File: config.mk
export PLATFORM = sky130hd
export DESIGN_NAME = cache_line_refill
export DESIGN_NICKNAME = d
export VERILOG_FILES = /design/src/rtl/cache_line_refill.sv
export SDC_FILE = /design/constraint.sdc
export NUM_CORES = 1
export LEC_CHECK = 0
export CAP_MARGIN = 40
export CORE_MARGIN = 5
export CORE_UTILIZATION = 26
export CTS_CLUSTER_DIAMETER = 100
export CTS_CLUSTER_SIZE = 12
export DETAILED_ROUTE_END_ITERATION = 10
export PLACE_DENSITY = 0.81
export SETUP_SLACK_MARGIN = 0.2
export SLEW_MARGIN = 30
export SYNTH_ARGS = -nofsm -noshare
export SYNTH_HDL_FRONTEND = slang
export SYNTH_SLANG_ARGS = --single-unit
File: constraint.sdc
create_clock -name clk_i -period 2.1 [get_ports clk_i]
set_input_delay 0.42 -clock clk_i [delete_from_list [all_inputs] [get_ports clk_i]]
set_output_delay 0.42 -clock clk_i [all_outputs]
set_load 0.02 [all_outputs]
File: src/rtl/cache_line_refill.sv
// Miss handler for a direct-mapped cache: invalidate the line, burst-refill it, then commit the tag.
// Define CACHE_REFILL_CWF_EN for a critical-word-first refill (wrapping burst from the missed word).
module cache_line_refill #(
  parameter int WORD_NUM  = 32,
  parameter int DATA_WID  = 64,
  parameter int INDEX_WID = 10,
  parameter int TAG_WID   = 14
) (
  input  logic                        clk_i,
  input  logic                        rst_i,
  input  logic                        miss_valid_i,
  input  logic [31:0]                 miss_addr_i,
  output logic                        miss_ready_o,
  output logic                        mem_req_valid_o,
  input  logic                        mem_req_ready_i,
  output logic [31:0]                 mem_req_addr_o,
  output logic [7:0]                  mem_req_len_o,
  input  logic                        mem_rvalid_i,
  input  logic [DATA_WID-1:0]         mem_rdata_i,
  input  logic                        mem_rlast_i,
  input  logic                        mem_rerr_i,
  output logic                        fill_we_o,
  output logic [INDEX_WID-1:0]        fill_index_o,
  output logic [$clog2(WORD_NUM)-1:0] fill_word_o,
  output logic [DATA_WID-1:0]         fill_data_o,
  output logic                        tag_we_o,
  output logic [TAG_WID:0]            tag_o,
  output logic                        busy_o,
  output logic                        done_o,
  output logic                        err_o
);

  localparam int WORD_W   = $clog2(WORD_NUM);
  localparam int BYTE_W   = $clog2(DATA_WID / 8);
  localparam int LINE_OFF = BYTE_W + WORD_W;
  localparam int TAG_LSB  = LINE_OFF + INDEX_WID;

  localparam logic [2:0] S_IDLE   = 3'd0;
  localparam logic [2:0] S_INVAL  = 3'd1;
  localparam logic [2:0] S_REQ    = 3'd2;
  localparam logic [2:0] S_FILL   = 3'd3;
  localparam logic [2:0] S_COMMIT = 3'd4;
  localparam logic [2:0] S_DRAIN  = 3'd5;

  logic [2:0]        state_q, state_d;
  logic [31:0]       addr_q, addr_d;
  logic [WORD_W-1:0] beat_q, beat_d;

  logic [WORD_W-1:0] start_word;
  logic [31:0]       req_addr;
  logic              unused_addr;
  logic              last_idx;
  logic              beat_bad;

`ifdef CACHE_REFILL_CWF_EN
  assign start_word  = addr_q[BYTE_W +: WORD_W];
  assign req_addr    = {addr_q[31:BYTE_W], {BYTE_W{1'b0}}};
  assign unused_addr = ^addr_q[BYTE_W-1:0];
`else
  assign start_word  = '0;
  assign req_addr    = {addr_q[31:LINE_OFF], {LINE_OFF{1'b0}}};
  assign unused_addr = ^addr_q[LINE_OFF-1:0];
`endif

  // A beat is bad on rerr, on rlast anywhere but the final slot, or on a final slot lacking rlast.
  assign last_idx = (beat_q == WORD_W'(WORD_NUM - 1));
  assign beat_bad = mem_rerr_i | (mem_rlast_i ^ last_idx);

  assign miss_ready_o    = (state_q == S_IDLE);
  assign busy_o          = (state_q != S_IDLE);
  assign mem_req_valid_o = (state_q == S_REQ);
  assign mem_req_addr_o  = mem_req_valid_o ? req_addr : '0;
  assign mem_req_len_o   = mem_req_valid_o ? 8'(WORD_NUM - 1) : '0;
  assign fill_index_o    = addr_q[LINE_OFF +: INDEX_WID];
  assign tag_we_o        = (state_q == S_INVAL) || (state_q == S_COMMIT);
  assign tag_o           = tag_we_o ? {(state_q == S_COMMIT), addr_q[TAG_LSB +: TAG_WID]} : '0;
  assign done_o          = (state_q == S_COMMIT);
  assign fill_we_o       = (state_q == S_FILL) && mem_rvalid_i && !beat_bad;
  assign fill_word_o     = fill_we_o ? (start_word + beat_q) : '0;
  assign fill_data_o     = fill_we_o ? mem_rdata_i : '0;
  assign err_o           = mem_rvalid_i && mem_rlast_i &&
                           (((state_q == S_FILL) && beat_bad) || (state_q == S_DRAIN));

  always_comb begin
    state_d = state_q;
    addr_d  = addr_q;
    beat_d  = beat_q;
    case (state_q)
      S_IDLE: begin
        if (miss_valid_i) begin
          addr_d  = miss_addr_i;
          beat_d  = '0;
          state_d = S_INVAL;
        end
      end
      S_INVAL: state_d = S_REQ;
      S_REQ: begin
        if (mem_req_ready_i) state_d = S_FILL;
      end
      S_FILL: begin
        if (mem_rvalid_i) begin
          beat_d = beat_q + WORD_W'(1);
          if (beat_bad) state_d = mem_rlast_i ? S_IDLE : S_DRAIN;
          else if (last_idx) state_d = S_COMMIT;
        end
      end
      S_COMMIT: state_d = S_IDLE;
      S_DRAIN: begin
        if (mem_rvalid_i && mem_rlast_i) state_d = S_IDLE;
      end
      default: state_d = S_IDLE;
    endcase
  end

  always_ff @(posedge clk_i) begin
    if (rst_i) begin
      state_q <= S_IDLE;
      addr_q  <= '0;
      beat_q  <= '0;
    end else begin
      state_q <= state_d;
      addr_q  <= addr_d;
      beat_q  <= beat_d;
    end
  end

endmodule

==> summary.md <==
| Metric | Value |
|---|---|
| # port buffers | `~220` |
| H-tree Lvls | `2` |
| Area Growth Syn to Fin | `160%` |
| Die Ht | `approximately 100 um` |
| Placed cells | `between 600 and 700` |
| Pwr per Cell Area | `about 380 nW/um^2` |
| Vias in the first global route | `~3,400` |
| Leakage power total | `between 0.002 and 0.003 uW` |
| Xor/xnor share of the synthesized area | `less than 1%` |
| Worst reg2reg startpoint | `state_q[1]` |
| Core Util, Final | `between 60% and 70%` |
| Mux cell area share after synthesis | `less than 1%` |
| CP required | `approximately 1.7 ns` |
| CTS tree | `done` |
| Outcome | `complete, but fails checks` |
| Crit. End Element | `primary output` |
| Antenna viol nets, final | `0` |
| Tmin final | `2.51 ns` |
| Max_cap viols | `0` |
| GRT Residual Overflow | `0` |
| Final Setup Violations | `96` |
| Hold_ws | `~0.47 ns` |
| First-pass GRT wire length | `roughly 19,000 um` |
| Ys Warns | `0` |
| Commonest register cell after synthesis | `dfxtp_1` |
| Worst Hold Launch | `addr_q[18]` |
| Hold Buf Count CTS | `0` |
| WL final | `approximately 14,000 um` |
| Setup crit start kind | `flop` |
| Largest net degree at the start of global routing | `25` |
| Gpl congestion | `approximately 0.89` |
| FILL cells | `approximately 610` |
| Simple-Gate Fraction of Synth Area | `between 40% and 50%` |
| Worst Skew | `between 0.006 and 0.007 ns` |
| Kind of critical path | `reg2out` |
| Share of cells above drive strength 1 | `56.6%` |
| Failing checks | `setup timing` |
| HP Class | `reg2reg` |
| Clock slew at reported path FFs | `0.07 ns` |
| CTS Buf Count | `5` |
| Hpwl dp | `between 8000 and 9000 um` |
| Arr. time, crit path | `~2.1 ns` |
| Compound-Gate Fraction of Synth Area | `a little under 9%` |
| Seq/Total Area, Yosys | `around 28%` |
| Area share of the largest cell type after synthesis | `roughly 29%` |
| Synth area leaders | `and2_1, dfxtp_1, buf_4, nand2_1, a21oi_1` |
| Worst Path Max Fanout | `8` |
| Syn_area_per_cell | `about 7.4 um^2` |
| Multi-input gate area | `1720 um^2` |
| Clk_lat worst skew | `between 0.2 and 0.3 ns` |
| Die area | `10,900 um^2` |
| Die Wd | `105 um` |
| Final Max Slew Viols | `0` |
| Avg Vias per Cell | `about 4.5` |
| # clock sinks | `32` |
| RSZ-0062 raised after global routing | `yes` |
| FMAX | `around 0.4 GHz` |
| Antenna violations before repair | `5` |
| Initial Util | `roughly a quarter` |
| Commonest cells in the synthesized netlist | `and2_1, nand2_1, a21oi_1, dfxtp_1, buf_4` |
| Overall power | `between 2000 and 2500 uW` |
| TritonRoute pass-1 iters | `4` |
| Final worst-path cycle share | `120%` |
| Post-synth EDFFs | `0` |
| Final-stage net count | `690` |
| Final setup TNS | `-27.40 ns` |
| Gr usage total | `22.3%` |
| DR WL/cell | `20.1 um` |
| DRC viols | `0` |
| Synth cell types | `34` |
| Initial DRC count | `115` |
| Register area | `between 600 and 700 um^2` |
| CP startpoint | `beat_q[1]` |
| Post-synth ARST share | `0%` |
| Maximum buffer depth of the clock tree | `2` |
| Post-route insts no fill | `approximately 700` |
| Synth Area in Adders | `around 1.1%` |
| Cell taking the most area after synthesis | `and2_1` |
| Final hold vios | `0` |
| IO Pins | `around 240` |
| #FFs+latches synth | `32` |
| Setup ws final | `-0.415 ns` |
| Main combinational cell family by area after synthesis | `simple AND/OR/NAND/NOR gates` |
| Maximum VDD drop | `around 0.26 mV` |
| Top-count cell post-synth | `and2_1` |
| Via count | `3,174` |
| Mapped Area | `~2300 um^2` |
| Row cnt | `34` |
| Clk root buf | `clkbuf_8` |
| Post-Syn Instances | `~320` |
| Core Area | `~8700 um^2` |
## routing by layer
layer | share of wire (%) | vias to the layer above | track usage [%]
met2 | 55 | 167 | 43.8
met5 | 0 | - | 0
met1 | 34 | 1476 | 21.4
li1 | - | 1508 | -
met3 | 7.9 | 23 | 6.29
met4 | 3.5 | 0 | 9.04
## layout make-up
cell class                 instances  share of cell area [%]
timing repair buffer             299                    56.9
multi-input combinational        244                    28.4
sequential                        32                    10.7
tap                              108                    2.24
clock buffer                       5                    1.14
clock inverter                     2                   0.207
antenna                            5                   0.207
inverter                           3                   0.186
## through the flow
stage,area [um^2],setup slack (ns)
2_1_floorplan,2500,0.0943
3_3_place_gp,4750,-0.656
3_5_place_dp,4750,-0.681
4_1_cts,5670,-0.445
5_1_grt,6050,-0.469
6_report,6050,-0.415
## final timing paths
path | slack [ns] | endpoint | cells past startpoint
setup reg to reg | 0.30 | beat_q[2] | 8
setup / recovery | -0.41 | fill_data_o[59] | 10
hold reg to reg | 0.47 | addr_q[18] | 2
hold / removal | 0.47 | addr_q[18] | 2
## state kept, by name (all words and copies together) (netlist names)
register and flops:
addr_q 24, beat_q 5, state_q 3
## critical path, stage by stage, from the launching register on
cell       delay [ns]
dfxtp_2          0.33
ha_4             0.16
and3_4           0.18
ha_4             0.16
xor2_2           0.15
nor3_4           0.13
buf_6            0.17
buf_12           0.13
clkbuf_16        0.15
and2_4           0.15
buf_6            0.11
## cells by family (layout without fill, tap and decap cells)
family,Yosys count,in the layout
mux,1,1
flops,32,32
other cells,1,16
xor+xnor,2,2
compound gates,39,39
buf+inv,50,309
fa+ha+maj,2,2
simple gates,189,189
## power breakdown
| part | internal (uW) | total [uW] | switching [uW] |
|---|---|---|---|
| combinational | 665 | 1140 | 476 |
| clock | 224 | 453 | 229 |
| sequential | 656 | 695 | 38.7 |
| total | 1540 | 2290 | 744 |
## cell usage in the layout (no fill, tap or decap), types with 2 or more instances in the layout
cell / synthesis / final
buf_6: 2 / 135
and2_4: 0 / 106
clkdlybuf4s50_1: 0 / 104
nand2_1: 54 / 54
a21oi_1: 32 / 31
dfxtp_1: 32 / 27
buf_4: 27 / 26
conb_1: 1 / 11
buf_16: 0 / 9
buf_8: 2 / 9
buf_12: 0 / 8
nand3_1: 6 / 6
diode_2: 0 / 5
dfxtp_2: 0 / 5
clkbuf_8: 0 / 5
clkbuf_16: 0 / 5
nor2_1: 5 / 4
nand2b_1: 3 / 3
o21ai_0: 4 / 3
inv_2: 0 / 2
or3_1: 3 / 2
ha_4: 0 / 2
buf_2: 6 / 2
## repair_timing
action | CTS | global route
gates resized for setup | 799 | 73
cloned | 10 | 5
buffers inserted | 26 | 9
pin swaps | 9 | 7
endpoints found under the setup margin | 120 | 118
Note: power is estimated with default switching activity, not from simulation.
